## config.mk

```make
export PLATFORM = sky130hd
export DESIGN_NAME = i2c_9555_master_flat
export DESIGN_NICKNAME = d
export VERILOG_FILES = /design/src/rtl/i2c_9555_master_if.sv /design/src/rtl/i2c_9555_master.sv /design/src/flat_wrapper.sv
export SDC_FILE = /design/constraint.sdc
export NUM_CORES = 1
export LEC_CHECK = 0
export BUFFER_PORTS_ARGS = -buffer_cell sky130_fd_sc_hd__buf_2
export CAP_MARGIN = 40
export CORE_ASPECT_RATIO = 1.2
export CORE_MARGIN = 1
export CORE_UTILIZATION = 62
export DETAILED_ROUTE_END_ITERATION = 16
export GPL_TIMING_DRIVEN = 0
export HOLD_SLACK_MARGIN = 0.1
export PLACE_DENSITY_LB_ADDON = 0.08
export SYNTH_ARGS = -nofsm -noshare
export SYNTH_HDL_FRONTEND = slang
export SYNTH_SLANG_ARGS = --single-unit
```

## constraint.sdc

```tcl
create_clock -name clk -period 7.2 [get_ports clk]
set_input_delay 0.36 -clock clk [delete_from_list [all_inputs] [get_ports clk]]
set_output_delay 0.36 -clock clk [all_outputs]
set_load 0.005 [all_outputs]
```

## src/rtl/i2c_9555_master_if.sv

```systemverilog
// Host handshake plus open-drain pad signals of the expander register-access master.
// The master modport is the initiator's view; the slave modport is the host/pad side.
interface i2c_9555_master_if;
   logic       start;
   logic       rw;
   logic [7:0] cmd_addr;
   logic [7:0] wdata;
   logic       busy;
   logic       done;
   logic       ack_err;
   logic [7:0] rdata;
   logic       scl_oe;
   logic       sda_oe;
   logic       scl_in;
   logic       sda_in;

   modport master (
      input  start, rw, cmd_addr, wdata, scl_in, sda_in,
      output busy, done, ack_err, rdata, scl_oe, sda_oe
   );

   modport slave (
      output start, rw, cmd_addr, wdata, scl_in, sda_in,
      input  busy, done, ack_err, rdata, scl_oe, sda_oe
   );
endinterface

```

## src/rtl/i2c_9555_master.sv

```systemverilog
// I2C single-master initiator: one register write or read on a PCA9555-style expander.
// Each bit is four quarters of QTR clocks; SCL stretching freezes the quarter counter.
module i2c_9555_master #(
   parameter int         CLK_HZ   = 50_000_000,
   parameter int         SCL_HZ   = 100_000,
   parameter logic [6:0] DEV_ADDR = 7'h20
) (
   input logic               clk,
   input logic               rst_l,
   i2c_9555_master_if.master bus
);
   localparam int            QTR   = CLK_HZ / (4 * SCL_HZ);
   localparam int            QW    = (QTR > 1) ? $clog2(QTR) : 1;
   localparam logic [QW-1:0] QLAST = QW'(QTR - 1);

   typedef enum logic [3:0] {
      IDLE, BUSWAIT, START, TXBIT, ACK, RSTART, RXBIT, MNACK, STOP
   } state_t;

   state_t        state, state_nxt;
   logic [QW-1:0] qcnt;
   logic [1:0]    q;
   logic [2:0]    bcnt;
   logic [1:0]    byte_idx;
   logic          rw_r, ack_bit;
   logic          busy, done, ack_err, scl_oe, sda_oe;
   logic [7:0]    rdata, shreg, cmd_r, wdata_r;
   logic          scl_nxt, sda_nxt, accept, bit_state, timed, stretch, tick, q_end;
   logic          bus_idle, scl_pat;

   assign accept    = bus.start && !busy;
   assign bit_state = state inside {TXBIT, ACK, RSTART, RXBIT, MNACK, STOP};
   assign timed     = bit_state || (state == START);
   // A slave holding SCL low while we have released it freezes the bit timing.
   assign stretch   = bit_state && (q == 2'd1 || q == 2'd2) && !scl_oe && !bus.scl_in;
   assign tick      = (qcnt == QLAST) && !stretch;
   assign q_end     = tick && (q == 2'd3);
   assign bus_idle  = bus.scl_in && bus.sda_in;
   assign scl_pat   = (q == 2'd0) || (q == 2'd3);

   always_comb begin
      state_nxt = state;
      scl_nxt   = 1'b0;
      sda_nxt   = 1'b0;
      case (state)
         IDLE:    if (accept) state_nxt = BUSWAIT;
         BUSWAIT: if (bus_idle && qcnt == QLAST) state_nxt = START;
         START: begin
            sda_nxt = 1'b1;
            scl_nxt = (q == 2'd1);
            if (tick && q == 2'd1) state_nxt = TXBIT;
         end
         TXBIT: begin
            scl_nxt = scl_pat;
            sda_nxt = !shreg[7];
            if (q_end && bcnt == 3'd7) state_nxt = ACK;
         end
         ACK: begin
            scl_nxt = scl_pat;
            if (q_end) begin
               if (ack_bit) state_nxt = STOP;
               else begin
                  case (byte_idx)
                     2'd0:    state_nxt = TXBIT;
                     2'd1:    state_nxt = rw_r ? RSTART : TXBIT;
                     2'd2:    state_nxt = STOP;
                     default: state_nxt = RXBIT;
                  endcase
               end
            end
         end
         RSTART: begin
            scl_nxt = scl_pat;
            sda_nxt = q[1];
            if (q_end) state_nxt = TXBIT;
         end
         RXBIT: begin
            scl_nxt = scl_pat;
            if (q_end && bcnt == 3'd7) state_nxt = MNACK;
         end
         MNACK: begin
            scl_nxt = scl_pat;
            if (q_end) state_nxt = STOP;
         end
         STOP: begin
            scl_nxt = (q == 2'd0);
            sda_nxt = !q[1];
            if (q_end) state_nxt = IDLE;
         end
         default: state_nxt = IDLE;
      endcase
   end

   always_ff @(posedge clk or negedge rst_l) begin
      if (!rst_l) begin
         state    <= IDLE;
         qcnt     <= '0;
         q        <= 2'd0;
         bcnt     <= 3'd0;
         byte_idx <= 2'd0;
         rw_r     <= 1'b0;
         ack_bit  <= 1'b0;
         busy     <= 1'b0;
         done     <= 1'b0;
         ack_err  <= 1'b0;
         rdata    <= 8'h00;
         scl_oe   <= 1'b0;
         sda_oe   <= 1'b0;
      end else begin
         state  <= state_nxt;
         scl_oe <= scl_nxt;
         sda_oe <= sda_nxt;
         done   <= 1'b0;
         if (done) busy <= 1'b0;
         if (accept) begin
            busy    <= 1'b1;
            ack_err <= 1'b0;
            rw_r    <= bus.rw;
         end
         // BUSWAIT reuses the quarter counter to time a full idle quarter.
         if (state == BUSWAIT) qcnt <= (bus_idle && qcnt != QLAST) ? qcnt + 1'b1 : '0;
         else if (timed) begin
            if (!stretch) qcnt <= (qcnt == QLAST) ? '0 : qcnt + 1'b1;
         end else qcnt <= '0;
         if (timed && tick) q <= (state_nxt != state) ? 2'd0 : q + 2'd1;
         if (q_end && (state == TXBIT || state == RXBIT)) bcnt <= bcnt + 3'd1;
         if (state == START && tick && q == 2'd1) byte_idx <= 2'd0;
         if (state == ACK && tick && q == 2'd2) begin
            ack_bit <= bus.sda_in;
            if (bus.sda_in) ack_err <= 1'b1;
         end
         if (state == ACK && q_end && !ack_bit)
            byte_idx <= (byte_idx == 2'd1 && rw_r) ? 2'd3 : byte_idx + 2'd1;
         if (state == STOP && q_end) begin
            done <= 1'b1;
            if (rw_r && !ack_err) rdata <= shreg;
         end
      end
   end

   // Shared shift register: transmit bytes go out MSB first, the read byte shifts in.
   always_ff @(posedge clk) begin
      if (accept) begin
         cmd_r   <= bus.cmd_addr;
         wdata_r <= bus.wdata;
      end
      if (state == START && tick && q == 2'd1) shreg <= {DEV_ADDR, 1'b0};
      else if (state == RSTART && q_end) shreg <= {DEV_ADDR, 1'b1};
      else if (state == ACK && q_end && !ack_bit)
         shreg <= (byte_idx == 2'd0) ? cmd_r : wdata_r;
      else if (state == TXBIT && q_end) shreg <= {shreg[6:0], 1'b0};
      else if (state == RXBIT && tick && q == 2'd2) shreg <= {shreg[6:0], bus.sda_in};
   end

   assign bus.busy    = busy;
   assign bus.done    = done;
   assign bus.ack_err = ack_err;
   assign bus.rdata   = rdata;
   assign bus.scl_oe  = scl_oe;
   assign bus.sda_oe  = sda_oe;
endmodule

```

## src/flat_wrapper.sv

```systemverilog
// flat-port wrapper written by rule: the top's interface ports become plain ports
module i2c_9555_master_flat 
#(
   parameter int         CLK_HZ   = 50_000_000,
   parameter int         SCL_HZ   = 100_000,
   parameter logic [6:0] DEV_ADDR = 7'h20
)
  (clk, rst_l, bus_start, bus_rw, bus_cmd_addr, bus_wdata, bus_scl_in, bus_sda_in, bus_busy, bus_done, bus_ack_err, bus_rdata, bus_scl_oe, bus_sda_oe);
  i2c_9555_master_if bus_i ();
  input logic clk;
  input logic rst_l;
  input wire logic [$bits(bus_i.start)-1:0] bus_start;
  input wire logic [$bits(bus_i.rw)-1:0] bus_rw;
  input wire logic [$bits(bus_i.cmd_addr)-1:0] bus_cmd_addr;
  input wire logic [$bits(bus_i.wdata)-1:0] bus_wdata;
  input wire logic [$bits(bus_i.scl_in)-1:0] bus_scl_in;
  input wire logic [$bits(bus_i.sda_in)-1:0] bus_sda_in;
  output wire logic [$bits(bus_i.busy)-1:0] bus_busy;
  output wire logic [$bits(bus_i.done)-1:0] bus_done;
  output wire logic [$bits(bus_i.ack_err)-1:0] bus_ack_err;
  output wire logic [$bits(bus_i.rdata)-1:0] bus_rdata;
  output wire logic [$bits(bus_i.scl_oe)-1:0] bus_scl_oe;
  output wire logic [$bits(bus_i.sda_oe)-1:0] bus_sda_oe;
  assign bus_i.start = bus_start;
  assign bus_i.rw = bus_rw;
  assign bus_i.cmd_addr = bus_cmd_addr;
  assign bus_i.wdata = bus_wdata;
  assign bus_i.scl_in = bus_scl_in;
  assign bus_i.sda_in = bus_sda_in;
  assign bus_busy = bus_i.busy;
  assign bus_done = bus_i.done;
  assign bus_ack_err = bus_i.ack_err;
  assign bus_rdata = bus_i.rdata;
  assign bus_scl_oe = bus_i.scl_oe;
  assign bus_sda_oe = bus_i.sda_oe;
  i2c_9555_master #(.CLK_HZ(CLK_HZ), .SCL_HZ(SCL_HZ), .DEV_ADDR(DEV_ADDR)) u_core (.clk(clk), .rst_l(rst_l), .bus(bus_i));
endmodule
```

==> reports/metrics.cfg <==
[final_layout]
num-fill-cells=342
drive_above_1_share=0.2471
nNetsFinal=373
layoutNonFillerInstCount=402
area_delta_synth_final_pct=15.00
diodes=0

[grt]
grt_max_degree=34
antenna_found_initial=0
grt_pass1_wl_mm=11.07
track_usage=0.2942
grt_pass1_vias=2417
overflow=0

[cts]
clkTransAtPathRegs_ns=0.07
htreeDepth=3
postCtsHoldBufs=0
cts-root-buf=clkbuf_8
numCtsBuffers=9
post_cts_buffers=0
ctsLongestPathBuffers=2
cts_resized=0
cts_tree=yes
cts_num_sinks=57
clk_latency_ns=0.33

[synthesis]
yosysTopAreaCellShare=0.2765
yosys_register_bits=57
yosys.area.top_type=dfrtp_1
avgSynthCellArea_um2=10.19
muxShareOfSynthArea=0.07373
synth.cell_area_mm2=0.002987
seq_area_frac_synth=0.4910
synthSimpleGateAreaFrac=0.1843
synth_top_family_by_area=simple AND/OR/NAND/NOR gates
synthXorXnorAreaFrac=0.005865
synth_edf_count=16
async_reset_ff_frac=0.5789
synthCells=293
synthFlopType=dfrtp_1
ys_types=56
synth_fa_ha_area_frac=0.05027
synth_area_leaders=dfrtp_1 (28%), edfxtp_1 (16%), mux2_2 (6.0%), dfxtp_1 (5.4%), ha_1 (5.0%)
syn_nets=327
synth.yosys.warnings=0
synth_compound_area_frac=0.1550

[power]
combPwrFrac=0.079
p_clk_frac=0.418
p_int_mw=0.5168
p_switching_mw=0.1665
p_sw_frac=0.2437
p_total_mw=0.6833
powerDensity_mw_per_mm2=198.9
peakVddDrop_mv=0.1415
p_leak_nw=1.465
seqPwrFrac=0.503

[timing]
maxSlewViolCount=0
setup_slack_ns=4.325
hold_violations=0
period_needed_ns=2.875
fmax_ghz=0.3479
worst_pin_slew_ns=0.8671
slew_headroom=0.4171
fin_setup_tns_ns=0
setup-violations-final=0
min_period_over_period=0.3993
worst_clock_skew_ns=0.007159
rsz0062_at_grt=false

[critical_path]
cpMaxStageDelayCell=or3b_1
worst_r2r_endpoint=u_core.q[1]
critical_path_class=reg2reg
r2r_cells=9
crit_path_max_incr_delay_ns=0.46
cp-start-kind=flop
crit_buf_inv=2
path_cells=inv_1 -> ha_1 -> or3b_1 -> a221oi_2 -> buf_2 -> nor4_1 -> o31ai_1 -> o311ai_1 -> o31ai_1
cpLargestDelayFamily=compound AO/OA/AOI/OAI gates
worstSetupEndpointType=flop
arrival_ns=3.10
ff2ff_setup_slack_ns=4.33
critical_path.reg2reg.startpoint=u_core.q[0]
cp_common_cell=o31ai_1
worstPathRequired_ns=7.42
critPathMaxFanout=10
crit_start=u_core.q[0]

[place]
finalWeightedCongestion=0.9044
dp_hpwl_mm=4.856
io_buffers=34
pre_cts_ws_ns=4.451
dp.cells=386

[floorplanning]
rows=27
dieHeight_um=78.03
ioPinCount=35
fp.dieW_um=65.36
coreArea_mm2=0.004594
initial_core_util=0.6501
dieArea_mm2=0.005100

[routing]
wl_mm=6.680
drt_iter0_drc=317
wl_met1_mm=2.713
vias=2486
dr.pass1.iters=6
ant_nets=0
vias_per_cell=6.184
wire_per_inst_um=16.62
routed.top_layer=met4
wl_met2_mm=3.444
wl_met3_um=329
drc=0

[outcome]
status=complete, no violations

[job]
cap_viol_max_count=0

[min_path]
holdCritPathClass=in2async

[stage by stage]
stage	area, um^2	utilization	hold slack, ns
final	3435	0.7475	0.1013
after global routing	3435	0.7475	0.1639
after CTS	3435	0.7475	0.1100
after detailed placement	3247	0.7067	0.4382
after global placement	3229	0.7029	0.4326
after floorplan	2987	-	0.06441
[worst max-delay path by stage]
stage	endpoint	slack, ns	cells after the start
after CTS	u_core.q[1]	4.37	8
after global routing	u_core.q[1]	4.11	9
final	u_core.q[1]	4.33	9
after floorplan	u_core.q[0]	4.80	9
after global placement	u_core.q[1]	4.23	7
after detailed placement	u_core.q[0]	4.45	8
[cell families (layout without fill, tap and decap cells)]
kind of cell               Yosys count  in the layout
AOI/OAI and AO/OA                   68             68
xor gates and xnor gates             2              2
adders and majority gates           12             12
buffers and inverters               27             78
DFF                                 57             57
muxes                               20             20
and+or+nand+nor                    107            107
[sequential cells by signal, summed over array words and instances, names as in the netlist]
signal              count
u_core.cmd_r            8
u_core.ack_bit          1
u_core.byte_idx         2
u_core.bcnt             3
u_core.rw_r             1
u_core.bus.busy         1
u_core.qcnt             7
u_core.shreg            8
u_core.bus.scl_oe       1
u_core.bus.ack_err      1
u_core.bus.sda_oe       1
u_core.q                2
u_core.state            4
u_core.bus.done         1
u_core.bus.rdata        8
u_core.wdata_r          8
[area by class of cell]
cell class              count  area [um^2]  share of cell area
multi-input cells         209         1404              0.4087
flip-flops and latches     57         1466              0.4270
plain buffers              12        62.56             0.01821
well taps                  58        72.57             0.02113
inverters                  15        56.30             0.01639
repair buffers             35        185.2             0.05392
clock inverters             5        56.30             0.01639
clock buffers              11        131.4             0.03825
[power groups by stage]
stage	combinational [mW]	clock, mW	sequential [mW]
detailed placement	0.0531	0	0.350
CTS	0.0536	0.289	0.343
global placement	0.0517	0	0.350
floorplan	0.0322	0	0.348
global route	0.0602	0.305	0.344
finish	0.0542	0.286	0.343
[cells in the mapped netlist, types with 2 or more instances]
cell type / count
nand2_1: 29
a22oi_1: 2
nor3_1: 10
o41ai_1: 4
or2_2: 3
o22ai_1: 7
ha_1: 12
buf_2: 8
nor4b_1: 2
a31oi_1: 2
a21o_1: 2
nand2b_1: 6
o21bai_1: 2
nand4_1: 3
mux2_2: 16
o31ai_1: 6
nor2_1: 24
dfrtp_1: 33
nand3_1: 10
nor2b_1: 4
mux2i_1: 4
dfxtp_1: 8
o21ai_0: 18
clkbuf_1: 3
a21oi_1: 12
edfxtp_1: 16
nor4_1: 4
inv_1: 15
[layout by cell type, fill, tap and decap left out, types with 2 or more instances in the layout]
cell type	synthesis	final
a21o_1	2	2
a21oi_1	12	12
a22oi_1	2	2
a31oi_1	2	2
buf_2	8	42
clkbuf_1	3	5
clkbuf_8	0	9
clkinv_2	0	2
dfrtp_1	33	33
dfxtp_1	8	8
edfxtp_1	16	16
ha_1	12	12
inv_1	15	15
mux2_2	16	16
mux2i_1	4	4
nand2_1	29	29
nand2b_1	6	6
nand3_1	10	10
nand4_1	3	3
nor2_1	24	24
nor2b_1	4	3
nor3_1	10	10
nor4_1	4	4
nor4b_1	2	2
o21ai_0	18	18
o21bai_1	2	2
o22ai_1	7	7
o31ai_1	6	6
o41ai_1	4	4
or2_2	3	3
[metal layers]
layer / vias up / track usage
met5: - / 0
met4: 0 / 0.1457
met3: 16 / 0.06831
met2: 106 / 0.4876
met1: 1200 / 0.3548
li1: 1164 / -
(Power assumes the default switching activity.)
